<file path="src/rtl/seg_scan_controller_if.sv">
// seg_scan_controller_if
//   Groups the display-controller signals into one bundle.
//   master : drives Enable, Value, Update, DPMask and observes the display outputs.
//   slave  : the scan controller itself.
//   Enable    : 1 = scan the display, 0 = all digits dark
//   Value     : 32-bit hex value, digit i = Value[4i+3:4i]
//   Update    : 1-cycle strobe requesting display of Value
//   DPMask    : decimal point per digit, 1 = lit (used live)
//   UpdAck    : 1-cycle pulse when a pending value enters the shadow
//   FrameDone : 1-cycle pulse when digit 7's slot ends and the scan wraps
//   AN        : anodes, active-low
//   CA        : cathodes {g,f,e,d,c,b,a}, active-low
//   DP        : decimal point cathode, active-low
interface seg_scan_controller_if;
    logic        Enable;
    logic [31:0] Value;
    logic        Update;
    logic [7:0]  DPMask;
    logic        UpdAck;
    logic        FrameDone;
    logic [7:0]  AN;
    logic [6:0]  CA;
    logic        DP;

    modport master (
        output Enable, Value, Update, DPMask,
        input  UpdAck, FrameDone, AN, CA, DP
    );

    modport slave (
        input  Enable, Value, Update, DPMask,
        output UpdAck, FrameDone, AN, CA, DP
    );
endinterface

</file>
<file path="src/rtl/seg_scan_controller.sv">
// seg_scan_controller
//   Time-multiplexed scan scheduler for an 8-digit seven-segment display.
//   Lights one digit per slot (REFRESH_DIV cycles) followed by DEAD_CYC dark
//   cycles. A value requested via Update is held pending and only copied into
//   the display shadow at a frame boundary (or at once while idle), so a frame
//   never shows a mix of old and new digits.
//   Ports:
//     CLK   : system clock, rising edge
//     Reset : asynchronous, active-low reset
//     bus   : slave side of seg_scan_controller_if (see interface header)
module seg_scan_controller #(
    parameter int REFRESH_DIV = 100000,
    parameter int DEAD_CYC    = 16,
    parameter bit BLANK_LEAD  = 1'b1
) (
    input  logic                  CLK,
    input  logic                  Reset,
    seg_scan_controller_if.slave  bus
);

    localparam int CNT_MAX = (REFRESH_DIV > DEAD_CYC) ? REFRESH_DIV : DEAD_CYC;
    localparam int CW      = (CNT_MAX > 1) ? $clog2(CNT_MAX) : 1;
    localparam logic [CW-1:0] RD_LAST = CW'(REFRESH_DIV - 1);
    localparam logic [CW-1:0] DC_LAST = CW'((DEAD_CYC > 0) ? (DEAD_CYC - 1) : 0);

    typedef enum logic [1:0] {
        st_idle,
        st_scan,
        st_gap
    } state_t;

    state_t        state,   nxt_state;
    logic [2:0]    digit,   nxt_digit;
    logic [CW-1:0] cnt,     nxt_cnt;
    logic [31:0]   shadow,  nxt_shadow;
    logic [31:0]   pend_reg, nxt_pend;
    logic          pending, nxt_pending;
    logic          load_ack;
    logic          wrap;
    logic          advance;
    logic [3:0]    nib;
    logic          blank;

    function automatic logic [6:0] hex7(input logic [3:0] n);
        case (n)
            4'h0: hex7 = 7'h40;
            4'h1: hex7 = 7'h79;
            4'h2: hex7 = 7'h24;
            4'h3: hex7 = 7'h30;
            4'h4: hex7 = 7'h19;
            4'h5: hex7 = 7'h12;
            4'h6: hex7 = 7'h02;
            4'h7: hex7 = 7'h78;
            4'h8: hex7 = 7'h00;
            4'h9: hex7 = 7'h10;
            4'hA: hex7 = 7'h08;
            4'hB: hex7 = 7'h03;
            4'hC: hex7 = 7'h46;
            4'hD: hex7 = 7'h21;
            4'hE: hex7 = 7'h06;
            default: hex7 = 7'h0E;
        endcase
    endfunction

    // Next-state decode; the registered outputs below are derived from these
    // next values so the pins always match the state entered on the same edge.
    always_comb begin
        nxt_state   = state;
        nxt_digit   = digit;
        nxt_cnt     = cnt;
        nxt_shadow  = shadow;
        nxt_pend    = pend_reg;
        nxt_pending = pending;
        load_ack    = 1'b0;
        wrap        = 1'b0;
        advance     = 1'b0;

        if (bus.Update) begin
            nxt_pend    = bus.Value;
            nxt_pending = 1'b1;
        end

        case (state)
            st_idle: begin
                if (pending) begin
                    nxt_shadow = pend_reg;
                    load_ack   = 1'b1;
                    // A fresh Update in this cycle stays pending for the next load.
                    if (!bus.Update) begin
                        nxt_pending = 1'b0;
                    end
                end
                if (bus.Enable) begin
                    nxt_state = st_scan;
                    nxt_digit = '0;
                    nxt_cnt   = '0;
                end
            end
            st_scan, st_gap: begin
                if (!bus.Enable) begin
                    nxt_state = st_idle;
                    nxt_digit = '0;
                    nxt_cnt   = '0;
                end else if (state == st_scan) begin
                    if (cnt == RD_LAST) begin
                        nxt_cnt = '0;
                        if (DEAD_CYC > 0) begin
                            nxt_state = st_gap;
                        end else begin
                            advance = 1'b1;
                        end
                    end else begin
                        nxt_cnt = cnt + 1'b1;
                    end
                end else begin
                    if (cnt == DC_LAST) begin
                        nxt_cnt = '0;
                        advance = 1'b1;
                    end else begin
                        nxt_cnt = cnt + 1'b1;
                    end
                end

                if (advance) begin
                    nxt_state = st_scan;
                    nxt_digit = digit + 3'd1;
                    if (digit == 3'd7) begin
                        wrap = 1'b1;
                        // Same-cycle Update wins: load Value directly.
                        if (bus.Update) begin
                            nxt_shadow  = bus.Value;
                            nxt_pending = 1'b0;
                            load_ack    = 1'b1;
                        end else if (pending) begin
                            nxt_shadow  = pend_reg;
                            nxt_pending = 1'b0;
                            load_ack    = 1'b1;
                        end
                    end
                end
            end
            default: begin
                nxt_state = st_idle;
                nxt_digit = '0;
                nxt_cnt   = '0;
            end
        endcase
    end

    // Leading-zero blanking: digit i>0 is dark when all higher-or-equal nibbles are zero.
    always_comb begin
        nib   = nxt_shadow[{nxt_digit, 2'b00} +: 4];
        blank = BLANK_LEAD && (nxt_digit != 3'd0) &&
                ((nxt_shadow >> {nxt_digit, 2'b00}) == '0);
    end

    always_ff @(posedge CLK or negedge Reset) begin
        if (!Reset) begin
            state         <= st_idle;
            digit         <= '0;
            cnt           <= '0;
            shadow        <= '0;
            pend_reg      <= '0;
            pending       <= 1'b0;
            bus.AN        <= '1;
            bus.CA        <= '1;
            bus.DP        <= 1'b1;
            bus.UpdAck    <= 1'b0;
            bus.FrameDone <= 1'b0;
        end else begin
            state         <= nxt_state;
            digit         <= nxt_digit;
            cnt           <= nxt_cnt;
            shadow        <= nxt_shadow;
            pend_reg      <= nxt_pend;
            pending       <= nxt_pending;
            bus.UpdAck    <= load_ack;
            bus.FrameDone <= wrap;
            if (nxt_state == st_scan) begin
                bus.AN <= ~(8'b1 << nxt_digit);
                bus.CA <= blank ? 7'h7F : hex7(nib);
                bus.DP <= ~bus.DPMask[nxt_digit];
            end else begin
                bus.AN <= '1;
                bus.CA <= '1;
                bus.DP <= 1'b1;
            end
        end
    end

endmodule

</file>
<file path="src/flat_wrapper.sv">
// flat-port wrapper written by rule: the top's interface ports become plain ports
module seg_scan_controller_flat 
#(
    parameter int REFRESH_DIV = 100000,
    parameter int DEAD_CYC    = 16,
    parameter bit BLANK_LEAD  = 1'b1
)
  (CLK, Reset, bus_Enable, bus_Value, bus_Update, bus_DPMask, bus_UpdAck, bus_FrameDone, bus_AN, bus_CA, bus_DP);
  seg_scan_controller_if bus_i ();
  input  logic CLK;
  input  logic Reset;
  input wire logic [$bits(bus_i.Enable)-1:0] bus_Enable;
  input wire logic [$bits(bus_i.Value)-1:0] bus_Value;
  input wire logic [$bits(bus_i.Update)-1:0] bus_Update;
  input wire logic [$bits(bus_i.DPMask)-1:0] bus_DPMask;
  output wire logic [$bits(bus_i.UpdAck)-1:0] bus_UpdAck;
  output wire logic [$bits(bus_i.FrameDone)-1:0] bus_FrameDone;
  output wire logic [$bits(bus_i.AN)-1:0] bus_AN;
  output wire logic [$bits(bus_i.CA)-1:0] bus_CA;
  output wire logic [$bits(bus_i.DP)-1:0] bus_DP;
  assign bus_i.Enable = bus_Enable;
  assign bus_i.Value = bus_Value;
  assign bus_i.Update = bus_Update;
  assign bus_i.DPMask = bus_DPMask;
  assign bus_UpdAck = bus_i.UpdAck;
  assign bus_FrameDone = bus_i.FrameDone;
  assign bus_AN = bus_i.AN;
  assign bus_CA = bus_i.CA;
  assign bus_DP = bus_i.DP;
  seg_scan_controller #(.REFRESH_DIV(REFRESH_DIV), .DEAD_CYC(DEAD_CYC), .BLANK_LEAD(BLANK_LEAD)) u_core (.CLK(CLK), .Reset(Reset), .bus(bus_i));
endmodule
</file>
<file path="config.mk">
export PLATFORM = sky130hd
export DESIGN_NAME = seg_scan_controller_flat
export DESIGN_NICKNAME = d
export VERILOG_FILES = /design/src/rtl/seg_scan_controller_if.sv /design/src/rtl/seg_scan_controller.sv /design/src/flat_wrapper.sv
export SDC_FILE = /design/constraint.sdc
export NUM_CORES = 1
export LEC_CHECK = 0
export ABC_CLOCK_PERIOD_IN_PS = 5070
export CAP_MARGIN = 20
export CORE_MARGIN = 2
export CORE_UTILIZATION = 55
export DETAILED_ROUTE_END_ITERATION = 12
export GPL_TIMING_DRIVEN = 0
export PLACE_DENSITY_LB_ADDON = 0.15
export RECOVER_POWER = 25
export SYNTH_ARGS = -nofsm -noshare
export SYNTH_HDL_FRONTEND = slang
export SYNTH_SLANG_ARGS = --single-unit
</file>
<file path="constraint.sdc">
create_clock -name CLK -period 5.07 [get_ports CLK]
set_clock_uncertainty 0.15 [all_clocks]
set_input_delay 1.014 -clock CLK [delete_from_list [all_inputs] [get_ports CLK]]
set_output_delay 1.014 -clock CLK [all_outputs]
set_load 0.02 [all_outputs]
</file>
==> results of run 1 <==
## kinds of logic (layout without fill, tap and decap cells)
group | Yosys count | after routing
fa+ha+maj | 12 | 12
mux | 60 | 60
flops | 105 | 105
xor+xnor | 3 | 3
buf+inv | 83 | 165
compound gates | 237 | 237
simple gates | 229 | 229
## power by group through the flow
stage	combinational, uW	sequential [uW]	clock, uW
after floorplan	1410	1220	0
final	2240	1190	707
after global routing	2380	1220	739
after detailed placement	2130	1200	0
after CTS	2150	1190	711
after global placement	2070	1190	0
## synth_stat cells, drive strengths merged (3+ instances only)
cell type | count | area share, %
nor3 | 18 | 1.4
o211ai | 5 | 0.57
a211oi | 7 | 0.79
a22o | 13 | 1.7
o21ai | 74 | 5.7
o211a | 4 | 0.61
o221ai | 9 | 1.2
nor3b | 3 | 0.34
dfrtp | 89 | 34
nor2 | 57 | 3.3
mux2i | 25 | 3.8
clkbuf | 31 | 1.8
a22oi | 8 | 0.91
buf | 16 | 1.2
a221oi | 5 | 0.66
a21oi | 31 | 2.3
a21o | 6 | 0.70
or4 | 5 | 0.62
inv | 34 | 1.9
nand2b | 6 | 0.57
nand4 | 8 | 0.76
a2111oi | 3 | 0.40
o22ai | 7 | 0.76
o31ai | 7 | 0.79
a311oi | 3 | 0.40
mux2 | 35 | 6.0
a32o | 3 | 0.45
and3 | 16 | 1.5
nor2b | 6 | 0.57
a221o | 18 | 2.7
ha | 12 | 2.3
or2 | 5 | 0.47
o21a | 4 | 0.45
nand2 | 79 | 4.5
and2 | 3 | 0.28
a311o | 4 | 0.61
nand3 | 11 | 0.91
nor4 | 8 | 1.4
a31oi | 6 | 0.66
dfstp | 16 | 6.4
## routing by layer
layer	track usage, %	vias up	share of wire, %
met5	0	-	0
met4	11.06	0	2.1
met3	5.739	42	7.5
met2	57.60	336	48
met1	47.58	3129	42
li1	-	2875	-
## what timing repair did
action                     4_1_cts  5_1_grt
setup endpoints to repair        7        7
pin swaps                        0        1
setup buffers                    2        1
resized for setup                7       11
## tightest hold or removal path: cells and delay by family (launching register included)
kind            cells  cell delay, ns
buf+inv             1            0.06
compound gates      1            0.09
flops               1            0.33
## metrics by stage
step | power, uW | area [um^2] | instances
after detailed placement | 3330 | 7430 | 938
after global placement | 3258 | 7400 | 936
after global routing | 4341 | 7781 | 958
after CTS | 4050 | 7769 | 956
after floorplan | 2630 | 6615 | 729
final | 4137 | 7781 | 958
## worst paths after layout
check / from / end / slack (ns)
max: bus_Enable / u_core.bus.CA[2] / 0.07
min: u_core.shadow[3] / u_core.shadow[3] / 0.36
max reg2reg: u_core.state[0] / u_core.bus.CA[6] / 0.26
min reg2reg: u_core.shadow[3] / u_core.shadow[3] / 0.36
max in group asynchronous: Reset / u_core.bus.FrameDone / 1.02
min in group asynchronous: Reset / u_core.cnt[11] / 1.18
## area by class of cell
| type | instances | share of cell area (%) |
|---|---|---|
| buffer | 47 | 2.717 |
| clock buffer | 13 | 3.473 |
| multi-input combinational | 541 | 47.24 |
| clock inverter | 3 | 0.3055 |
| inverter | 36 | 1.753 |
| timing repair buffer | 66 | 8.120 |
| sequential | 105 | 34.02 |
| tap | 147 | 2.364 |
==> impl_results.md, run 1 <==
- Drt initial violations: 613
- Final setup vio count: 0
- Die H: 113.7 um
- Comb pwr share: 54.0%
- CP top delay family: compound AO/OA/AOI/OAI gates
- CP Capture Type: flop
- TritonCTS buffer count: 9
- Worst r2r path cells: 16
- Initial antenna violation count: 0
- Static Leak: 0.003339 uW
- Number of diodes: 0
- Clock Sinks: 105
- Fmax: 200.0 MHz
- Via Count: 6,382
- Worst Path Arrival: 5.13 ns
- Post-synthesis mux area share: 9.741%
- Post-layout minimum cycle time: 5.000 ns
- Average wire per standard cell: 23.12 um
- Reg clk slew, reported paths: 0.07 ns
- Max IR drop VDD: 0.2663 mV
- Row count: 40
- Vias per inst: 6.662
- Worst hold slack: 0.3565 ns
- CP max stage cell: a31oi_2
- GR Util All Layers: 34.97%
- CTS tree: done
- Layout Utilization: 65.60%
- Root Buffer: clkbuf_16
- Multi-input gate area: 3676 um^2
- Worst hold path depth: 2
- Die ar.: 12,920 um^2
- Failing checks: max-capacitance violations, max-slew violations
- Highest-count cells in the layout ignoring fill and taps: dfrtp_1 (89), nand2_1 (79), o21ai_0 (71)
- Post-place setup slack: -0.8210 ns
- Yosys reg bits: 105
- Worst setup SP type: input pin
- Post-synthesis cell count: 729
- Ys async rst share: 100.0%
- First-pass GRT wire length: 34,630 um
- Initial Util: 55.77%
- Register area: 2648 um^2
- Largest net degree at the start of global routing: 62
- Post-Syn Area: 6615 um^2
- Clk network pwr share: 17.1%
- Vias in the first global route: 6,193
- Status: finished with violations
- Largest family of logic cells by synthesized area: compound AO/OA/AOI/OAI gates
- Fin nets: 862
- Hold violation total from the final report: 0
- Period utilisation layout: 98.62%
- WP depth: 16
- Post-synth EDFFs: 0
- H-tree Lvls: 3
- Required @ worst endpoint: 5.20 ns
- GRT overflow: 0
- CP peak stage delay: 0.69 ns
- Measured slew at the worst slew-check pin: 2.299 ns
- Psw: 1836 uW
- Detailed placement HPWL: 16,280 um
- Worst slew margin relative to its limit: -53.27%
- Max-slew violations: 108
- Main synth FF type: dfrtp_1
- Layout cells sized above 1: 13.93%
- Post-Synthesis Net Count: 785
- Synthesized-area fraction occupied by adder cells: 2.270%
- Power Dens Cells: 531.7 nW/um^2
- Ports: 62
- CP max FO: 10
- Synth unique cells: 76
- DR pass1 iterations: 5
- Hold buffers post-CTS: 0
- WP buf/inv: 4
- Area grow syn2layout: 17.63%
- Max-cap check violation count: 2
- Sequential-to-total area share from yosys stat: 40.02%
- WL final: 22,150 um
- Post-Synth XOR/XNOR Area: 0.3972%
- Reg power frac: 28.9%
- Die width: 113.7 um
- Net Sw Frac: 44.37%
- Placer Congestion: 0.9803
- Internal: 2302 uW
- Latest clock arrival within the worst-skew pair: 0.36 ns
- Core ar.: 11,860 um^2
- Crit path kind: input pin to flop
- Post-route ant nets: 0
- Number of fill cells in the layout: 1,020
- Worst hold path type: flop to flop
- Clock Tree Buf Depth: 2
- Area share of and/or/nand/nor cells after synthesis: 17.12%
- Mapped Avg Cell Area: 9.074 um^2
- Post-route DRC: 0
- Commonest non-fill, non-tap cell in the layout: dfrtp_1
- Setup TNS: 0 ns
- Ys Warns: 0
- Port bufs: 60
- Worst path cell trace: clkdlybuf4s50_1 > clkbuf_2 > and3b_1 > a31oi_2 > buf_2 > a22o_1 > nor2_1 > a31oi_1 > a211oi_1 > a31o_2 > ha_1 > inv_1 > a2111oi_0 > o2111a_1 > a2bb2oi_4 > a311o_1
- Synth Area in Compound Gates: 25.40%
- Worst Slack Setup Final: 0.07005 ns
No activity file was read; power rests on OpenSTA's default activity.
==> run 2, diff against run 1 <==
Settings changed: SLEW_MARGIN from default to 20.
==> impl_results.md, run 2 (same netlist as run 1, synthesis figures left out) <==
- Period utilisation layout: 97.14% (-1.5 points)
- Die H: 113.7 um (unchanged)
- Die width: 113.7 um (unchanged)
- Worst setup SP type: input pin
- Post-route DRC: 0 (unchanged)
- GRT overflow: 0 (unchanged)
- Core ar.: 11,860 um^2 (unchanged)
- Cells after DPL: 937 (-0.11%)
- First-pass GRT wire length: 34,290 um (-1.0%)
- Clock Sinks: 105 (unchanged)
- CTS tree: done
- Largest net degree at the start of global routing: 62 (unchanged)
- Initial Util: 55.77% (unchanged)
- Drt initial violations: 701 (+14%)
- Number of diodes: 0 (unchanged)
- Detailed placement HPWL: 16,290 um (about the same)
- DR pass1 iterations: 5 (unchanged)
- Average wire per standard cell: 22.96 um (-0.66%)
- Max-slew violations: 108 (unchanged)
- Highest-count cells in the layout ignoring fill and taps: dfrtp_1 (89), nand2_1 (79), o21ai_0 (71)
- Port bufs: 60 (unchanged)
- Placer Congestion: 0.9803 (unchanged)
- Static Leak: 0.003344 uW (+0.14%)
- Status: finished with violations
- WL final: 21,980 um (-0.76%)
- Hold violation total from the final report: 0 (unchanged)
- Power Dens Cells: 533.1 nW/um^2 (+0.27%)
- CP peak stage delay: 0.70 ns (about the same)
- Layout Utilization: 65.80% (+0.20 points)
- Max IR drop VDD: 0.2689 mV (+0.99%)
- Worst slew margin relative to its limit: -54.51% (-1.2 points)
- Worst Slack Setup Final: 0.1451 ns (+0.07507 ns)
- CP max FO: 10 (unchanged)
- H-tree Lvls: 3 (unchanged)
- Area grow syn2layout: 17.99%
- Fin nets: 861 (-0.12%)
- Measured slew at the worst slew-check pin: 2.318 ns (+0.01862 ns)
- WP buf/inv: 4 (unchanged)
- Commonest non-fill, non-tap cell in the layout: dfrtp_1
- Max-cap check violation count: 2 (unchanged)
- Worst hold path type: flop to flop
- Latest clock arrival within the worst-skew pair: 0.36 ns (about the same)
- Non-filler cells, final: 957 (-0.10%)
- Ports: 62 (unchanged)
- Reg clk slew, reported paths: 0.07 ns (about the same)
- Die ar.: 12,920 um^2 (unchanged)
- Clock Tree Buf Depth: 2 (unchanged)
- Crit path kind: input pin to flop
- Fmax: 203.1 MHz (+1.5%)
- Post-place setup slack: -0.8254 ns (-0.004380 ns)
- Hold buffers post-CTS: 0 (unchanged)
- Number of fill cells in the layout: 983 (-3.6%)
- Initial antenna violation count: 0 (unchanged)
- Total power draw: 4161 uW (+0.57%)
- Post-layout minimum cycle time: 4.925 ns (-0.07507 ns)
- GR Util All Layers: 34.62% (-0.35 points)
- Setup TNS: 0 ns (unchanged)
- Via Count: 6,352 (-0.47%)
- CP max stage cell: a31oi_2
- Post-route ant nets: 0 (unchanged)
- Required @ worst endpoint: 5.20 ns (about the same)
- CP Capture Type: flop
- TritonCTS buffer count: 9 (unchanged)
- Vias in the first global route: 6,301 (+1.7%)
- Worst path cell trace: clkdlybuf4s50_1 > clkbuf_2 > and3b_1 > a31oi_2 > buf_2 > a22o_1 > nor2_1 > a31oi_1 > a211oi_1 > a31o_2 > ha_1 > inv_1 > a2111oi_1 > o2111a_1 > a2bb2oi_4 > a311o_1
- Final setup vio count: 0 (unchanged)
- Failing checks: max-capacitance violations, max-slew violations
- CP top delay family: compound AO/OA/AOI/OAI gates
- Root Buffer: clkbuf_16
- Layout cells sized above 1: 14.07% (+0.14 points)
- RSZ-0062 raised after global routing: no
- Row count: 40 (unchanged)
- Worst Path Arrival: 5.06 ns (-0.07 ns)
- Vias per inst: 6.637 (-0.37%)
-- run 2: where the power goes --
group	switching [uW]	leakage, uW	internal (uW)
clock	326	0.000149	411
combinational	1360	0.00190	866
sequential	132	0.00129	1060
-- run 2: layout make-up --
type | count | area [um^2] | area share (%)
well taps | 147 | 183.9 | 2.357
repair buffers | 65 | 629.4 | 8.063
plain buffers | 47 | 211.5 | 2.709
multi-input cells | 541 | 3689 | 47.26
clock buffers | 12 | 256.5 | 3.286
inverters | 36 | 136.4 | 1.747
flip-flops and latches | 105 | 2648 | 33.92
clock inverters | 4 | 51.30 | 0.6573
-- run 2: path summary, 6_finish.rpt --
path	start	to	slack [ns]	cells after the start
setup / recovery	bus_Enable	u_core.bus.CA[2]	0.15	16
setup reg to reg	u_core.state[0]	u_core.bus.CA[2]	0.32	14
min in group asynchronous	Reset	u_core.cnt[11]	1.19	1
hold reg to reg	u_core.shadow[3]	u_core.shadow[3]	0.36	2
hold / removal	u_core.shadow[3]	u_core.shadow[3]	0.36	2
max in group asynchronous	Reset	u_core.pend_reg[5]	1.03	2
-- run 2: worst reg2reg max path, delay by kind of cell, from the launching register on --
kind,cells,cell delay (ns)
AO/OA/AOI/OAI,7,1.73
adder cells (fa/ha/maj),2,0.37
buffers and inverters,5,2.04
flip-flops,1,0.40
-- run 2: metal layers --
layer,GRT usage [%],up-vias,routed length (um)
li1,-,2859,-
met1,45.72,3108,9097
met2,56.13,331,10280
met3,7.014,54,1888
met4,13.98,0,707
met5,0,-,0
-- run 2: stage by stage --
stage	hold slack (ns)	cell area (um^2)
2_1_floorplan	0.3021	6615
3_3_place_gp	0.3345	7400
3_5_place_dp	0.3426	7435
4_1_cts	0.3593	7790
5_1_grt	0.3843	7805
6_report	0.3568	7805
-- run 2: repair_timing --
item,CTS,global route
resized for setup,6,13
endpoints found under the setup margin,7,7
endpoints found under the hold margin,0,0
setup buffers,3,1
pin swaps,0,1
==> run 3, diff against run 2 <==
Settings changed: CELL_PAD_IN_SITES_DETAIL_PLACEMENT from default to 1, CELL_PAD_IN_SITES_GLOBAL_PLACEMENT from default to 1, CORE_MARGIN 2 to 5, CORE_UTILIZATION 55 to 45.
==> impl_results.md, run 3 (same netlist as run 1, synthesis figures left out) <==
- Status: finished with violations
- Failing checks: max-capacitance violations, max-slew violations
- Comb pwr share: 54.5% (+0.9 points)
- Clk network pwr share: 17.3% (-0.4 points)
- Worst slew margin relative to its limit: -63.64% (-9.1 points)
- Cells after DPL: 974 (+3.9%)
- Measured slew at the worst slew-check pin: 2.455 ns (+0.1370 ns)
- Worst hold path type: flop to flop
- Psw: 1960 uW (+7.5%)
- First-pass GRT wire length: 39,700 um (+16%)
- Worst hold path depth: 1 (-1)
- Number of diodes: 0 (unchanged)
- Number of fill cells in the layout: 1,653 (+68%)
- Worst R2R Setup Slack: 0.26 ns (-0.06 ns)
- Ports: 62 (unchanged)
- Worst r2r src: u_core.state[0]
- CP Capture Type: flop
- Drt initial violations: 518 (-26%)
- Static Leak: 0.003337 uW (-0.18%)
- Fin nets: 859 (-0.23%)
- Row count: 44 (+10%)
- Average wire per standard cell: 25.57 um (+11%)
- Port bufs: 60 (unchanged)
- Area grow syn2layout: 18.57%
- CTS tree: done
- H-tree Lvls: 3 (unchanged)
- Root Buffer: clkbuf_16
- Layout cells sized above 1: 14.60% (+0.53 points)
- Max-slew violations: 108 (unchanged)
- RR Endpoint: u_core.bus.CA[5]
- Worst r2r path cells: 17 (+3)
- Post-route design area: 7844 um^2 (+0.50%)
- Latest clock arrival within the worst-skew pair: 0.37 ns (about the same)
- Period utilisation layout: 95.46% (-1.7 points)
- Largest net degree at the start of global routing: 64 (+3.2%)
- Post-route DRC: 0 (unchanged)
- Register area: 2648 um^2 (unchanged)
- Max-cap check violation count: 2 (unchanged)
- Fmax: 206.6 MHz (+1.8%)
- Multi-input gate area: 3699 um^2 (+0.27%)
- Worst setup SP type: input pin
- RSZ-0062 raised after global routing: no
- Total power draw: 4236 uW (+1.8%)
- Clock Tree Buf Depth: 2 (unchanged)
- WL final: 25,360 um (+15%)
- Max IR drop VDD: 0.3315 mV (+23%)
- Required @ worst endpoint: 5.23 ns (+0.03 ns)
- Reg clk slew, reported paths: 0.08 ns (about the same)
- Reg power frac: 28.3% (-0.4 points)
- Internal: 2276 uW (-2.6%)
- Initial antenna violation count: 0 (unchanged)
- Detailed placement HPWL: 19,250 um (+18%)
- Hold path endpoint: u_core.pend_reg[3]
- Vias in the first global route: 6,830 (+8.4%)
- Hold violation total from the final report: 0 (unchanged)
- GRT overflow: 0 (unchanged)
- Die H: 131.2 um (+15%)
- DR pass1 iterations: 6 (+1)
- GR Util All Layers: 28.93% (-5.7 points)
- Hold buffers post-CTS: 0 (unchanged)
- Post-route ant nets: 0 (unchanged)
- Via Count: 6,421 (+1.1%)
- Die ar.: 17,230 um^2 (+33%)
- Vias per inst: 6.473 (-2.5%)
- DP Area: 7481 um^2 (+0.62%)
- Clock Sinks: 105 (unchanged)
- Highest-count cells in the layout ignoring fill and taps: dfrtp_1 (89), nand2_1 (79), o21ai_0 (71)
- HP Start: u_core.pend_reg[3]
- TritonCTS buffer count: 9 (unchanged)
- Placer Congestion: 0.9465 (-3.4%)
- Post-layout minimum cycle time: 4.840 ns (-0.08498 ns)
- Initial Util: 45.69% (-10 points)
- Core ar.: 14,480 um^2 (+22%)
- Crit path kind: input pin to flop
- Die width: 131.2 um (+15%)
- CP max FO: 10 (unchanged)
- Commonest non-fill, non-tap cell in the layout: dfrtp_1
- Non-filler cells, final: 992 (+3.7%)
- Net Sw Frac: 46.27% (+2.5 points)
- Worst Path Arrival: 5.00 ns (-0.06 ns)
- Power Dens Cells: 540.1 nW/um^2 (+1.3%)
- Final setup vio count: 0 (unchanged)
run 3: cell types whose count changed in the layout (fill, tap and decap cells not counted), moves of 2 or more:
cell / before / now
buf_2: 7 / 9
clkbuf_1: 29 / 26
clkbuf_8: 2 / 0
nor3_1: 14 / 16
inv_8: 0 / 2
nor3_2: 4 / 1
inv_6: 0 / 2
run 3: layout make-up:
cell class,instances,area share [%]
Multi-Input combinational cell,541,47.15
Sequential cell,105,33.75
Timing Repair Buffer,64,7.928
Tap cell,184,2.935
Clock buffer,9,2.871
Buffer,46,2.712
Inverter,36,1.739
Clock inverter,7,0.9092
run 3: worst max-delay path, cell delays in order:
cell             delay [ns]
clkdlybuf4s50_1        0.50
clkbuf_4               0.21
nand2_1                0.12
or4_4                  0.53
a21o_2                 0.27
clkinv_2               0.07
buf_6                  0.13
clkbuf_4               0.22
a31oi_1                0.14
a211oi_1               0.27
a31o_2                 0.22
ha_1                   0.20
inv_1                  0.06
a2111oi_1              0.31
o2111a_2               0.30
a2bb2oi_4              0.23
a221o_1                0.17
run 3: worst max path at each step:
stage / from / endpoint / slack (ns) / cells after the start
floorplan: bus_Enable / u_core.bus.CA[2] / 0.57 / 17
global placement: Reset / u_core.shadow[23] / -1.20 / 1
detailed placement: bus_Enable / u_core.bus.CA[5] / -1.16 / 18
CTS: bus_Enable / u_core.bus.CA[5] / -0.002 / 18
global route: bus_Enable / u_core.bus.CA[5] / 0.003 / 17
finish: bus_Enable / u_core.bus.CA[5] / 0.23 / 17
run 3: layer usage:
metal	track usage (%)	up-vias	routed length, um
met5	0	-	0
met4	9.007	0	682
met3	6.728	61	1608
met2	47.26	247	12040
met1	38.19	3247	11030
li1	-	2866	-
run 3: stage by stage:
step | hold slack [ns] | util [%] | setup TNS [ns] | setup slack [ns]
after floorplan | 0.3021 | - | 0 | 0.5719
after global placement | 0.3327 | 51.43 | -112.17 | -1.197
after detailed placement | 0.3451 | 51.67 | -7.921 | -1.161
after CTS | 0.3641 | 54.18 | -0.002055 | -0.002055
after global routing | 0.3745 | 54.17 | 0 | 0.002585
final | 0.3643 | 54.17 | 0 | 0.2301
run 3: power by group through the flow:
stage	Clock [uW]	Combinational (uW)	Sequential, uW
floorplan	0	1410	1220
global placement	0	2120	1190
detailed placement	0	2200	1210
CTS	740	2260	1190
global route	775	2460	1220
finish	732	2310	1200
run 3: what timing repair did:
item,4_1_cts,5_1_grt
gates cloned,0,0
endpoints found under the setup margin,7,7
buffers inserted,3,0
pin swaps,1,1
gates resized for setup,13,12
